### config.mk
export PLATFORM = sky130hd
export DESIGN_NAME = sudoku_cell_fetch_ctrl
export DESIGN_NICKNAME = d
export VERILOG_FILES = /design/src/rtl/sudoku_cell_fetch_ctrl.sv
export SDC_FILE = /design/constraint.sdc
export NUM_CORES = 1
export LEC_CHECK = 0
export BUFFER_PORTS_ARGS = -buffer_cell sky130_fd_sc_hd__buf_2
export CORE_MARGIN = 2
export CORE_UTILIZATION = 25
export DETAILED_ROUTE_END_ITERATION = 7
export GPL_TIMING_DRIVEN = 0
export HOLD_SLACK_MARGIN = 0.15
export PLACE_DENSITY = 0.44
export SETUP_SLACK_MARGIN = 0.4
export SYNTH_ARGS = -nofsm -noshare
export SYNTH_HDL_FRONTEND = slang
export SYNTH_SLANG_ARGS = --single-unit
### constraint.sdc
create_clock -name clk -period 5.14 [get_ports clk]
set_input_delay 0.771 -clock clk [delete_from_list [all_inputs] [get_ports clk]]
set_output_delay 0.771 -clock clk [all_outputs]
set_load 0.05 [all_outputs]
### src/rtl/sudoku_cell_fetch_ctrl.sv
// -----------------------------------------------------------------------------
// sudoku_cell_fetch_ctrl
//
// Purpose:
//   Follows the VGA scan over the 9x9 Sudoku grid and keeps a "current cell"
//   buffer that feeds Number_Pixel_Gen. While the scan is inside one cell, the
//   digit of the next cell is prefetched from the single-port board RAM into a
//   "next cell" buffer. The buffer is swapped in when the scan crosses into
//   that cell. Game-logic writes share the RAM port and have lower priority
//   than display prefetch. Writes that hit a buffered cell also update the
//   buffer, so the display never shows a stale digit.
//
// Ports:
//   clk, rst_n            pixel clock, synchronous active-low reset
//   h_cnt, v_cnt          current scan column / line
//   pixel_valid           active-video qualifier
//   wr_req/wr_index/
//   wr_number             game-logic write request (held until wr_ack)
//   wr_ack                one-cycle pulse in the cycle the write is issued
//   ram_addr/ram_we/
//   ram_wdata/ram_rdata   board RAM port (read data valid 1 cycle after addr)
//   disp_index/disp_number/
//   disp_valid            current cell towards Number_Pixel_Gen
//   underrun              sticky flag: a cell was entered before its digit
//                         had been fetched
// -----------------------------------------------------------------------------
module sudoku_cell_fetch_ctrl #(
    parameter int CELL_SIZE = 52,
    parameter int GRID      = 9,
    parameter int LEAD      = 4,
    parameter int V_TOTAL   = 525
) (
    input  logic        clk,
    input  logic        rst_n,
    input  logic [9:0]  h_cnt,
    input  logic [9:0]  v_cnt,
    input  logic        pixel_valid,
    input  logic        wr_req,
    input  logic [6:0]  wr_index,
    input  logic [10:0] wr_number,
    output logic        wr_ack,
    output logic [6:0]  ram_addr,
    output logic        ram_we,
    output logic [10:0] ram_wdata,
    input  logic [10:0] ram_rdata,
    output logic [9:0]  disp_index,
    output logic [10:0] disp_number,
    output logic        disp_valid,
    output logic        underrun
);

    localparam logic [9:0]  GRID_PIX  = 10'(GRID * CELL_SIZE);
    localparam logic [9:0]  CELL_PIX  = 10'(CELL_SIZE);
    localparam logic [9:0]  TRIG_LX   = 10'(CELL_SIZE - LEAD);
    localparam logic [9:0]  LAST_COL  = 10'(GRID - 1);
    localparam logic [9:0]  LAST_LINE = 10'(V_TOTAL - 1);
    localparam logic [9:0]  GRID_W    = 10'(GRID);
    localparam logic [10:0] BLANK     = 11'h400;

    typedef enum logic [1:0] {
        IDLE    = 2'd0,
        RD      = 2'd1,
        RD_WAIT = 2'd2,
        WR      = 2'd3
    } state_t;

    state_t      state_r, state_nxt_s;

    logic        fetch_pending_r, fetch_pending_nxt_s;
    logic [6:0]  fetch_index_r, fetch_index_nxt_s;

    logic [10:0] cur_number_r, cur_number_nxt_s;
    logic [6:0]  cur_index_r, cur_index_nxt_s;
    logic        cur_valid_r, cur_valid_nxt_s;
    logic [10:0] next_number_r, next_number_nxt_s;
    logic [6:0]  next_index_r, next_index_nxt_s;
    logic        next_valid_r, next_valid_nxt_s;
    logic        underrun_r, underrun_nxt_s;

    logic [6:0]  ram_addr_r, ram_addr_nxt_s;
    logic        ram_we_r, ram_we_nxt_s;
    logic [10:0] ram_wdata_r, ram_wdata_nxt_s;
    logic        wr_ack_r, wr_ack_nxt_s;

    logic [9:0]  disp_index_r;
    logic [10:0] disp_number_r;
    logic        disp_valid_r;

    logic [9:0]  col_s, row_s, lx_s, next_line_s, next_row_s;
    logic        in_grid_s, swap_s, trig_s, wr_active_s;
    logic [6:0]  cell_index_s, trig_index_s;

    // Scan position decode: cell coordinates, position inside the cell.
    always_comb begin
        col_s        = h_cnt / CELL_PIX;
        row_s        = v_cnt / CELL_PIX;
        lx_s         = h_cnt % CELL_PIX;
        in_grid_s    = pixel_valid && (h_cnt < GRID_PIX) && (v_cnt < GRID_PIX);
        cell_index_s = 7'(row_s * GRID_W + col_s);
        next_line_s  = (v_cnt == LAST_LINE) ? 10'd0 : (v_cnt + 10'd1);
        next_row_s   = next_line_s / CELL_PIX;
        swap_s       = in_grid_s && (lx_s == 10'd0);
    end

    // Prefetch trigger: LEAD pixels before a cell ends, or just past the grid's
    // right edge for column 0 of the following line.
    always_comb begin
        trig_s       = 1'b0;
        trig_index_s = 7'd0;
        if (in_grid_s && (lx_s == TRIG_LX) && (col_s < LAST_COL)) begin
            trig_s       = 1'b1;
            trig_index_s = cell_index_s + 7'd1;
        end else if ((h_cnt == GRID_PIX) && (next_line_s < GRID_PIX)) begin
            trig_s       = 1'b1;
            trig_index_s = 7'(next_row_s * GRID_W);
        end else begin
            trig_s       = 1'b0;
        end
    end

    // RAM port FSM next state and registered port values. A trigger seen in
    // IDLE is acted on at once so the fetch wins over a same-cycle write.
    always_comb begin
        state_nxt_s         = state_r;
        fetch_pending_nxt_s = fetch_pending_r;
        fetch_index_nxt_s   = fetch_index_r;
        ram_addr_nxt_s      = ram_addr_r;
        ram_wdata_nxt_s     = ram_wdata_r;
        ram_we_nxt_s        = 1'b0;
        wr_ack_nxt_s        = 1'b0;

        case (state_r)
            IDLE: begin
                if (trig_s || fetch_pending_r) begin
                    state_nxt_s = RD;
                end else if (wr_req) begin
                    state_nxt_s = WR;
                end else begin
                    state_nxt_s = IDLE;
                end
            end
            RD:      state_nxt_s = RD_WAIT;
            RD_WAIT: state_nxt_s = IDLE;
            WR:      state_nxt_s = IDLE;
            default: state_nxt_s = IDLE;
        endcase

        // A trigger arriving while busy stays pending until the next IDLE.
        if (trig_s) begin
            fetch_pending_nxt_s = 1'b1;
            fetch_index_nxt_s   = trig_index_s;
        end else if (state_r == RD) begin
            fetch_pending_nxt_s = 1'b0;
        end else begin
            fetch_pending_nxt_s = fetch_pending_r;
        end

        if (state_nxt_s == RD) begin
            ram_addr_nxt_s = trig_s ? trig_index_s : fetch_index_r;
        end else if (state_nxt_s == WR) begin
            ram_addr_nxt_s  = wr_index;
            ram_wdata_nxt_s = wr_number;
            ram_we_nxt_s    = 1'b1;
            wr_ack_nxt_s    = 1'b1;
        end else begin
            ram_we_nxt_s    = 1'b0;
        end
    end

    // Cell buffers: write coherency, swap on cell entry, read-data capture.
    always_comb begin
        wr_active_s       = (state_r == WR);
        cur_number_nxt_s  = cur_number_r;
        cur_index_nxt_s   = cur_index_r;
        cur_valid_nxt_s   = cur_valid_r;
        next_number_nxt_s = next_number_r;
        next_index_nxt_s  = next_index_r;
        next_valid_nxt_s  = next_valid_r;
        underrun_nxt_s    = underrun_r;

        // Patch the next buffer first so a swap in the same cycle carries
        // the freshly written digit.
        if (wr_active_s && next_valid_r && (ram_addr_r == next_index_r)) begin
            next_number_nxt_s = ram_wdata_r;
        end else begin
            next_number_nxt_s = next_number_r;
        end

        if (swap_s) begin
            if (next_valid_r) begin
                cur_number_nxt_s = next_number_nxt_s;
                cur_index_nxt_s  = next_index_r;
                cur_valid_nxt_s  = 1'b1;
                next_valid_nxt_s = 1'b0;
            end else begin
                cur_number_nxt_s = BLANK;
                cur_index_nxt_s  = cell_index_s;
                cur_valid_nxt_s  = 1'b1;
                underrun_nxt_s   = 1'b1;
            end
        end else if (!in_grid_s) begin
            cur_valid_nxt_s = 1'b0;
        end else begin
            cur_valid_nxt_s = cur_valid_r;
        end

        if (wr_active_s && cur_valid_nxt_s && (ram_addr_r == cur_index_nxt_s)) begin
            cur_number_nxt_s = ram_wdata_r;
        end else begin
            cur_number_nxt_s = cur_number_nxt_s;
        end

        if (state_r == RD_WAIT) begin
            next_number_nxt_s = ram_rdata;
            next_index_nxt_s  = ram_addr_r;
            next_valid_nxt_s  = 1'b1;
        end else begin
            next_valid_nxt_s  = next_valid_nxt_s;
        end
    end

    // State, buffers and registered outputs.
    always_ff @(posedge clk) begin
        if (!rst_n) begin
            state_r         <= IDLE;
            fetch_pending_r <= 1'b0;
            fetch_index_r   <= 7'd0;
            cur_number_r    <= BLANK;
            cur_index_r     <= 7'd0;
            cur_valid_r     <= 1'b0;
            next_number_r   <= BLANK;
            next_index_r    <= 7'd0;
            next_valid_r    <= 1'b0;
            underrun_r      <= 1'b0;
            ram_addr_r      <= 7'd0;
            ram_we_r        <= 1'b0;
            ram_wdata_r     <= BLANK;
            wr_ack_r        <= 1'b0;
            disp_index_r    <= 10'd0;
            disp_number_r   <= BLANK;
            disp_valid_r    <= 1'b0;
        end else begin
            state_r         <= state_nxt_s;
            fetch_pending_r <= fetch_pending_nxt_s;
            fetch_index_r   <= fetch_index_nxt_s;
            cur_number_r    <= cur_number_nxt_s;
            cur_index_r     <= cur_index_nxt_s;
            cur_valid_r     <= cur_valid_nxt_s;
            next_number_r   <= next_number_nxt_s;
            next_index_r    <= next_index_nxt_s;
            next_valid_r    <= next_valid_nxt_s;
            underrun_r      <= underrun_nxt_s;
            ram_addr_r      <= ram_addr_nxt_s;
            ram_we_r        <= ram_we_nxt_s;
            ram_wdata_r     <= ram_wdata_nxt_s;
            wr_ack_r        <= wr_ack_nxt_s;
            disp_index_r    <= {3'b000, cur_index_nxt_s};
            disp_number_r   <= in_grid_s ? cur_number_nxt_s : BLANK;
            disp_valid_r    <= in_grid_s && cur_valid_nxt_s;
        end
    end

    assign ram_addr    = ram_addr_r;
    assign ram_we      = ram_we_r;
    assign ram_wdata   = ram_wdata_r;
    assign wr_ack      = wr_ack_r;
    assign disp_index  = disp_index_r;
    assign disp_number = disp_number_r;
    assign disp_valid  = disp_valid_r;
    assign underrun    = underrun_r;

endmodule

[After elaboration in Yosys (flattened, before gate mapping)]
Cells that the tools add are included.
Cells by class
  $add $sub $neg: 3
  $mul: 2
  divide/modulo/power cells: 4
  $lt $le $gt $ge: 4
  equal/unequal tests: 10
  mux-type cells: 25
  bitwise operators: 3
  reductions and logical operators: 22
Operators with widths (number)
  two-way mux 11 bit: 5
  two-way mux 7 bit: 7
  divider 10 x 6 -> 10 bit, second input constant: 3
  less-than comparator 10 x 9 -> 1 bit, second input constant: 3
  multiplier 10 x 4 -> 7 bit, second input constant: 2
  == test 7 bit: 2
  logical AND 1 bit: 11
  adder 10 x 1 -> 10 bit, second input constant: 1
  == test 10 bit, second input constant: 1
  == test 10 x 6 -> 1 bit, second input constant: 1
  == test 10 x 9 -> 1 bit, second input constant: 1
  logical NOT 10 bit: 1
  less-than comparator 10 x 4 -> 1 bit, second input constant: 1
  remainder unit 10 x 6 -> 10 bit, second input constant: 1
  two-way mux 10 bit: 1
  two-way mux 1 bit: 9
  adder 7 x 1 -> 7 bit, second input constant: 1
  adder 7 bit: 1
  == test 2 bit, second input constant: 3
  case mux 2 bit (3 select lines): 1
  AND reduction 2 bit: 3
  nonzero test 2 bit: 3
  == test 2 x 1 -> 1 bit, second input constant: 2
  two-way mux 2 bit: 2
  4 further kinds: 7
Storage, ports and cells
  register bits: 83
  input bits: 53
  output and inout bits: 43
  logic and storage cells: 89

[Longest topological paths before layout]
Gate-level depths: netlist (run 1).
  depth after elaboration: 12
  mapped depth: 27

[Least setup slack after synthesis (run 1)]
OpenSTA, ideal clock, no wires.
  path kind: input to register
  start point: input h_cnt[5]
  end point: register cur_number_r[10]
  library setup time: 122 ps
  data arrival time: 5152 ps
  required time: 5018 ps
  setup slack: -133 ps
  stages: 26
  path buffers: 3
  cell sequence: buf_4 -> buf_2 -> o311a_1 -> o22ai_2 -> nand3_1 -> o31a_1 -> a21o_1 -> o2111ai_1 -> o211a_1 -> inv_1 -> a22o_1 -> ha_1 -> ha_1 -> inv_1 -> fa_1 -> inv_1 -> a21o_1 -> a21oi_1 -> xnor2_1 -> mux2_2 -> xnor2_1 -> o2111ai_1 -> mux2i_1 -> o2111ai_4 -> buf_6 -> mux2i_1
Between the ends
  word-level cells in the longest chain between the ends: 8
  elaborated cells between the ends (all ways): 17
  classes of those cells: 1 x add/sub; 2 x div; 1 x order compare; 1 x eq/ne; 6 x mux; 6 x reduce/logical
RTL lines
  start, declared: RTL line 35  | input logic [9:0] h_cnt,
  branches (longest 7 deep; another with divider 10 x 6 -> 10 bit)
  two-way mux 11 bit *: RTL line 207  | if (wr_active_s && cur_valid_nxt_s && (ram_addr_r == cur_index_nxt_s)) begin
  end signal, assigned: RTL line 246  | cur_number_r <= cur_number_nxt_s;
  end, declared: RTL line 72  | logic [10:0] cur_number_r, cur_number_nxt_s;
Every way passes the cells marked *.
A chain may end at the register's enable or synchronous reset.

[Worst setup path in the final report (run 1)]
  start point: input h_cnt[8]
  end point: register cur_number_r[10]
Same word-level chain as after synthesis.

==> results.yml, run 1 <==
sta:
  finalSetupViolCount: 19
  setup_tns_ns: -1.66
  rsz0062_at_grt: "true"
  hold_violations: 0
  max_slew_margin_pct: 25.6
  finalClockSkew_ns: 0.0110
  fin_crit_sh_pct: 102
  hold_ws_ns: 0.490
  worst_slack_ns: -0.104
  slew_violations: 0
  worstMarginPinSlew_ns: 1.10
  post-route-min-period_ns: 5.24
  clock.fmax_ghz: 0.191
synthesis:
  ys_types: 90
  synth_edf_count: 0
  ys.flop_type: "dfxtp_1"
  seq_area_frac_synth_pct: 25.5
  syn_avg_cell_area_um2: 7.93
  netlist.area_leader.share_pct: 25.5
  synth_warnings: 0
  syn_area_um2: 6290
  synth_top_area_cell: "dfxtp_1"
  synth_area_leaders: "dfxtp_1, mux2i_1, nand2_1, nor2_1, xnor2_1"
  syn_inst: 793
  ys_async_sr_fraction_pct: 0
  synth-seq-cells: 80
critical_path:
  critPathKind: "in -> reg"
  ff2ff_setup_slack_ns: 2.25
  reg2regPathDepth: 9
  cp_data_required_time_ns: 5.35
  reg2reg_from: "ram_addr[1]"
  start_kind: "primary input"
  crit_path_end_kind: "flip-flop"
  r2r-end: "cur_number_r[4]"
  critPathMaxFanout: 10
  cp.arrival_ns: 5.45
routing:
  detail_route.iter0.violations: 403
  firstDrtPassIters: 4
  vias: 6477
  wl_mm: 20.5
  ant_nets: 0
  wl_per_cell_um: 15.9
  via_per_inst: 5.02
  drc_errors: 0
power_and_ir_drop:
  vdd_ir_drop_max_mv: 0.123
  p_per_area_nw_per_um2: 267
  p_total_mw: 2.34
  leakage_nw: 3.70
finish:
  nets: 1028
  n_antenna_cell: 0
  post-route-cell-area_um2: 8770
  nFillCells: 2641
  syn2layout_area_growth_pct: 39.5
  drive_above_1_share_pct: 32.6
  final_cells: 1289
  utilization_pct: 35.1
clock_tree:
  cts_buffers: 9
  postCtsHoldBufs: 0
  cts_tree: "built"
  cts_max_path_buffers: 2
  clk_pin_slew_ns: 0.06
  clk_latency_ns: 0.34
  root_buffer: "clkbuf_16"
  htreeDepth: 3
  clkSinkCount: 80
global_route:
  grt_pass1_wl_mm: 33.1
  antenna_found_initial: 0
  grt.overflow.total: 0
  grt_start_max_net_pins: 15
  grt_usage_pct: 15.5
  grt_pass1_vias: 6188
hold_path:
  hold_class: "reg -> reg"
  holdPathEnd: "underrun"
  min_from: "underrun"
  whs_path_depth: 2
die:
  placementRows: 58
  ioPinCount: 96
  die_area_um2: 26400
  initial_core_util_pct: 25.2
  die_w_um: 163
  dieHeight_um: 163
  core_um2: 25000
run_status:
  status: "finished with violations"
  violations: "negative setup slack"
place:
  dpl_cell_area_um2: 7390
  hpwl_mm: 15.1
  dp.cells: 1211
  portBuffers: 86
  place_ws_ns: -0.784
  gp_congestion: 0.816
job:
  drv_cap: 0
[kinds of logic after synthesis]
family	after synthesis	share of synthesized area, %
and+or+nand+nor	266	20.7
muxes	65	10.5
xor gates and xnor gates	41	5.71
adders and majority gates	22	4.70
DFF	80	25.5
buffers and inverters	92	6.45
other	1	0.0596
AOI/OAI and AO/OA	226	26.5
[sequential cells by signal, indices dropped and copies added, names as in the netlist, 2 cells and up]
name           flops
fetch_index_r      7
disp_index         7
state_r            2
next_index_r       7
ram_wdata         11
disp_number       11
cur_number_r      11
ram_addr           7
next_number_r     11
[how the worst max path moves through the flow]
| stage | from | end |
|---|---|---|
| after CTS | h_cnt[9] | cur_number_r[10] |
| after global routing | h_cnt[9] | cur_number_r[4] |
| after global placement | h_cnt[6] | disp_number[10] |
| final | h_cnt[8] | cur_number_r[10] |
| after floorplan | h_cnt[4] | cur_number_r[10] |
| after detailed placement | v_cnt[9] | disp_number[10] |
[area by class of cell]
class	count	area [um2]	share of cell area [%]
repair buffers	148	1050	12.0
inverters	30	113	1.28
multi-input cells	623	4870	55.5
plain buffers	62	452	5.15
clock buffers	10	229	2.61
clock inverters	6	45.0	0.513
well taps	330	413	4.71
flip-flops and latches	80	1600	18.3
[synthesized netlist by cell type, types with 6 or more instances]
library cell	count
clkbuf_1	39
nor2b_1	7
a211oi_1	23
nor2_1	73
dfxtp_1	80
nor3_1	16
ha_1	18
a221o_1	10
xnor2_1	31
a21oi_1	41
buf_4	6
mux2i_1	61
buf_2	11
o21ai_0	42
o211ai_1	7
nand4_1	8
and2_1	14
or2_2	7
o22ai_1	10
inv_1	29
nand2_1	86
o41ai_1	11
o21a_1	9
nand3_1	13
xor2_1	10
nor4_1	6
a31oi_1	8
[per-layer routing]
layer	vias to the layer above	track usage, %	wire length (um)
met1	3149	21.1	9780
met3	4	2.75	747
li1	3215	-	-
met5	-	0	0
met2	109	26.3	9910
met4	0	1.97	56
[critical path, cell delays in order]
cell and delay (ns):
buf_2 0.14, buf_6 0.15, and4b_1 0.22, a211o_1 0.28, a22o_1 0.23, a211o_1 0.29, a31oi_2 0.21, a221oi_2 0.08
or3_4 0.41, a22o_1 0.20, ha_2 0.19, ha_4 0.16, inv_2 0.04, fa_2 0.20, inv_2 0.03, a21o_1 0.17
a21oi_2 0.17, xnor2_2 0.09, mux2_4 0.28, xnor2_2 0.14, o2111ai_2 0.12, mux2i_2 0.23, o2111ai_4 0.22, buf_6 0.18
buf_16 0.13, mux2i_1 0.11
[cell usage in the layout, fill, tap and decap left out, drive strengths merged, types with 5 or more instances in the layout]
master / Yosys / routed
o41ai: 12 / 12
buf: 22 / 170
o21ai: 44 / 44
a21boi: 5 / 5
nor2b: 7 / 7
nand3: 14 / 14
o211ai: 8 / 8
o22ai: 11 / 11
nor3: 16 / 16
clkbuf: 40 / 50
a221o: 10 / 10
a31oi: 9 / 9
o2111ai: 6 / 6
nand2: 87 / 87
and3: 5 / 5
nor4: 7 / 7
mux2i: 61 / 61
o21a: 9 / 9
nor2: 74 / 74
ha: 18 / 18
a21oi: 41 / 41
xnor2: 31 / 31
clkinv: 0 / 5
and2: 15 / 15
inv: 30 / 31
xor2: 10 / 10
a211oi: 24 / 24
nand4: 8 / 8
or2: 7 / 7
a21o: 5 / 5
dfxtp: 80 / 80
o31ai: 5 / 5
[where the power goes]
part	switching (mW)	total, mW	internal [mW]	leakage [nW]
Combinational	0.593	1.08	0.487	2.91
Clock	0.269	0.600	0.330	0.137
Sequential	0.0199	0.661	0.641	0.650
Total	0.883	2.34	1.46	3.70
[timing repair]
action	CTS	global route
buffers inserted	47	13
resized for setup	69	72
pin swaps	28	18
endpoints found under the setup margin	29	61
cloned	2	0
No activity file was read; power rests on OpenSTA's default activity.
==> run 2, diff against run 1 <==
- TNS_END_PERCENT: unset -> 1
==> run 2 against run 1 <==
The flow still finishes with violations (negative setup slack). Global-route usage down 0.35 points. Register-to-register slack worse by 0.02 ns. Flip-flop and latch count stayed put. Critical path type unchanged. Highest routed layer unchanged.
==> results.yml, run 2 (same netlist as run 1, synthesis figures left out) <==
run_status:
  status: "finished with violations"
  violations: "negative setup slack"
critical_path:
  r2r-end: "disp_number[3]"
  ff2ff_setup_slack_ns: 2.23
  start_kind: "primary input"
  cp.arrival_ns: 5.65
  cp_data_required_time_ns: 5.36
  reg2reg_from: "ram_addr[0]"
  crit_path_end_kind: "flip-flop"
  reg2regPathDepth: 9
  critPathMaxFanout: 10
  critPathKind: "in -> reg"
finish:
  syn2layout_area_growth_pct: 30.4
  utilization_pct: 32.9
  nFillCells: 2709
  layout_commonest_cell: "buf_2"
  layout_common_cells: "buf_2, nand2_1, dfxtp_1"
  multi_input_area_um2: 4680
  n_antenna_cell: 0
  drive_above_1_share_pct: 26.7
  regArea_um2: 1600
  nets: 992
place:
  gp_congestion: 0.790
  portBuffers: 86
  hpwl_mm: 15.0
global_route:
  grtUsageMet3_pct: 2.39
  grt.met1_usage_pct: 20.8
  antenna_found_initial: 0
  grt_pass1_vias: 6015
  grt_start_max_net_pins: 15
  grt.overflow.total: 0
  grt_usage_pct: 15.1
  top_usage_layer: "met2"
  grt_use_met2_pct: 25.6
  grt_pass1_wl_mm: 32.2
power_and_ir_drop:
  p_per_area_nw_per_um2: 278
  leakage_nw: 3.48
  vdd_ir_drop_max_mv: 0.184
die:
  die_w_um: 163
  die_area_um2: 26400
  initial_core_util_pct: 25.2
  dieHeight_um: 163
  ioPinCount: 96
  core_um2: 25000
  placementRows: 58
sta:
  fin_crit_sh_pct: 106
  hold_ws_ns: 0.475
  clock.fmax_ghz: 0.184
  worstMarginPinSlew_ns: 1.07
  slew_violations: 0
  finalSetupViolCount: 22
  hold_violations: 0
  post-route-min-period_ns: 5.44
  finalClockSkew_ns: 0.0113
  rsz0062_at_grt: "true"
  setup_tns_ns: -5.14
  worst_slack_ns: -0.296
  max_slew_margin_pct: 27.5
clock_tree:
  clk_pin_slew_ns: 0.06
  clkSinkCount: 80
  cts_max_path_buffers: 2
  root_buffer: "clkbuf_16"
  htreeDepth: 3
  postCtsHoldBufs: 0
  cts_tree: "built"
  cts_buffers: 9
  clk_latency_ns: 0.34
routing:
  via_per_inst: 4.95
  wl_mm: 20.1
  firstDrtPassIters: 4
  drc_errors: 0
  vias: 6202
  detail_route.iter0.violations: 383
  ant_nets: 0
  wl_per_cell_um: 16.1
hold_path:
  min_from: "fetch_index_r[1]"
  hold_class: "reg -> reg"
  whs_path_depth: 2
  holdPathEnd: "fetch_index_r[1]"
job:
  drv_cap: 0
run 2: changes by cell type in the layout (fill, tap and decap cells not counted), sizes merged:
cell,before,now
buf,170,132
clkinv,5,1
clkbuf,50,53
clkinvlp,0,2
bufinv,0,1
run 2: layout make-up:
class                   count  area share, %
plain buffers              62           4.94
clock buffers              11           3.08
clock inverters             5          0.763
inverters                  30           1.37
multi-input cells         623           57.1
flip-flops and latches     80           19.5
well taps                 330           5.03
repair buffers            112           8.22
run 2: report_power, final:
group | total [mW] | switching, mW | internal, mW
Sequential | 0.661 | 0.0202 | 0.641
Clock | 0.673 | 0.267 | 0.405
Combinational | 0.944 | 0.544 | 0.399
run 2: what timing repair did:
action                                  4_1_cts  5_1_grt
gates cloned                                  0        2
buffers inserted                              8       16
pin swaps                                    11       27
endpoints found under the setup margin       31       44
gates resized for setup                      36       45
run 2: layer usage:
| layer | vias to the layer above | wire length, um |
|---|---|---|
| met2 | 91 | 9480 |
| met1 | 2972 | 9860 |
| met4 | 0 | 121 |
| li1 | 3129 | - |
| met5 | - | 0 |
| met3 | 10 | 665 |
run 2: through the flow:
stage	power [mW]	instance area, um2	instances	worst slack, ns
2_1_floorplan	1.29	6460	795	0.0317
3_3_place_gp	1.50	7300	1211	-0.881
3_5_place_dp	1.50	7300	1211	-0.849
4_1_cts	2.22	7840	1235	-0.261
5_1_grt	2.42	8200	1253	-0.581
6_report	2.28	8200	1253	-0.296
run 2: how the worst max path moves through the flow:
stage / from / to / cells past startpoint
floorplan: h_cnt[4] / cur_number_r[10] / 25
global placement: v_cnt[6] / ram_addr[5] / 22
detailed placement: v_cnt[4] / ram_addr[5] / 23
CTS: h_cnt[9] / disp_number[10] / 26
global route: h_cnt[9] / disp_number[10] / 28
finish: h_cnt[8] / disp_number[10] / 25
run 2: worst max-delay path, stage by stage:
cell and delay [ns]:
buf_2 0.12, buf_2 0.21, o21ai_0 0.16, a221o_2 0.46, a31oi_4 0.34, buf_4 0.17, nand2_1 0.05, o2111a_1 0.19
or3_4 0.41, a22o_1 0.19, ha_2 0.18, ha_4 0.16, inv_2 0.04, fa_2 0.22, inv_1 0.05, a21o_1 0.16
a21oi_2 0.17, xnor2_2 0.10, mux2_4 0.29, xnor2_2 0.14, o2111ai_2 0.13, mux2i_2 0.23, o2111ai_4 0.27, buf_12 0.23
mux2i_4 0.18
==> run 3, diff against run 2 <==
- PLACE_DENSITY: 0.44 -> 0.43
- SKIP_CTS_REPAIR_TIMING: unset -> 1
- clock period: 5.14 -> 5.2 ns (I/O delays scaled with it)
==> run 3 against run 2 <==
The flow still finishes with violations (negative setup slack). Clock skew down 0.0028 ns. Die area did not move. Core utilization down 0.75 points. Combinational power down 3.4%. Worst setup slack improved by 0.11 ns. Design area down 2.3%. Power decreased by 1.3%. Sequential share of layout area increased by 0.45 points. Flip-flop and latch count unchanged. Clock power up 1%. Global-route usage fell by 0.075 points. Highest routed layer unchanged. Critical path depth increased by 2.
==> results.yml, run 3 (same netlist as run 1, synthesis figures left out) <==
critical_path:
  slowest_delay_ns: 0.39
  critPathMaxFanout: 10
  crit_path_end_kind: "flip-flop"
  cp.arrival_ns: 5.60
  cp_top_family: "compound AO/OA/AOI/OAI gates"
  crit_start: "h_cnt[6]"
  cp_data_required_time_ns: 5.42
  critPathKind: "in -> reg"
  cp_num_buf_inv: 7
  start_kind: "primary input"
  crit_slowest_cell: "o22ai_4"
  reg2reg_from: "ram_addr[0]"
sta:
  rsz0062_at_grt: "true"
  worstMarginPinSlew_ns: 0.903
  clock.fmax_ghz: 0.186
  fin_crit_sh_pct: 104
  post-route-min-period_ns: 5.39
  max_slew_margin_pct: 38.9
  hold_violations: 0
  slew_violations: 0
  finalSetupViolCount: 24
  finalClockSkew_ns: 0.00846
  worst_slack_ns: -0.186
clock_tree:
  clk_latency_ns: 0.34
  clk_pin_slew_ns: 0.06
  clkSinkCount: 80
  cts_buffers: 9
  cts_max_path_buffers: 2
  cts_tree: "built"
  root_buffer: "clkbuf_16"
  htreeDepth: 3
global_route:
  grt_pass1_wl_mm: 32.0
  grt_usage_pct: 15.1
  top_usage_layer: "met2"
  grt.met1_usage_pct: 20.1
  grt.overflow.total: 0
  grt_use_met2_pct: 25.3
  grt_pass1_vias: 5987
  grt_start_max_net_pins: 14
  antenna_found_initial: 0
  grtUsageMet3_pct: 3.03
die:
  dieHeight_um: 163
  ioPinCount: 96
  core_um2: 25000
  die_area_um2: 26400
  initial_core_util_pct: 25.2
  die_w_um: 163
  placementRows: 58
routing:
  drc_errors: 0
  wl_per_cell_um: 16.3
  detail_route.iter0.violations: 344
  wl_mm: 20.2
  firstDrtPassIters: 4
  via_per_inst: 4.98
  ant_nets: 0
  vias: 6178
place:
  place_ws_ns: -0.766
  hpwl_mm: 15.1
  portBuffers: 86
  gp_congestion: 0.798
  dp.cells: 1211
power_and_ir_drop:
  p_per_area_nw_per_um2: 281
  leakage_nw: 3.37
  vdd_ir_drop_max_mv: 0.131
hold_path:
  min_from: "underrun"
  hold_class: "reg -> reg"
finish:
  drive_above_1_share_pct: 24.6
  layout_common_cells: "buf_2, nand2_1, dfxtp_1"
  final_cells: 1240
  layout_commonest_cell: "buf_2"
  n_antenna_cell: 0
  nets: 979
  syn2layout_area_growth_pct: 27.5
run_status:
  status: "finished with violations"
  violations: "negative setup slack"
job:
  drv_cap: 0
-- run 3: cell types whose count changed in the layout (fill, tap and decap cells not counted), sizes merged --
cell,change
buf,-14
bufinv,+1
clkbuf,+1
clkinv,+1
clkinvlp,-1
inv,-1
-- run 3: cell type report --
cell class | count | area (um2)
Tap cell | 330 | 413
Inverter | 30 | 113
Buffer | 62 | 379
Sequential cell | 80 | 1600
Clock buffer | 11 | 233
Clock inverter | 5 | 81.3
Fill cell | 2744 | 16900
Multi-Input combinational cell | 623 | 4640
Timing Repair Buffer | 99 | 556
-- run 3: final timing paths --
path,endpoint,cells past startpoint,slack [ns]
max reg2reg,cur_number_r[0],9,2.20
min,underrun,2,0.47
max,disp_number[10],27,-0.19
min reg2reg,underrun,2,0.47
-- run 3: power by group --
part / internal, mW / switching, mW
Clock: 0.421 / 0.262
Combinational: 0.378 / 0.535
Sequential: 0.634 / 0.0197
-- run 3: through the flow --
stage / hold slack [ns] / area, um2 / TNS, ns / total power [mW] / utilization [%]
floorplan: 0.448 / 6460 / 0 / 1.28 / -
global placement: 0.452 / 7300 / -19.11 / 1.49 / 29.3
detailed placement: 0.461 / 7300 / -17.72 / 1.48 / 29.3
CTS: 0.481 / 7620 / -7.74 / 2.17 / 30.5
global route: 0.506 / 8020 / -9.34 / 2.38 / 32.1
finish: 0.473 / 8020 / -2.73 / 2.25 / 32.1
-- run 3: metal layers --
layer | share of wire, % | vias to the layer above
li1 | - | 3116
met1 | 48 | 2946
met2 | 47 | 99
met3 | 3.7 | 17
met4 | 1.0 | 0
met5 | 0 | -
-- run 3: tightest hold or removal path, delay by kind of cell (launching register included) --
family,cells,cell delay [ns]
AOI/OAI and AO/OA,1,0.04
DFF,1,0.33
and+or+nand+nor,1,0.07
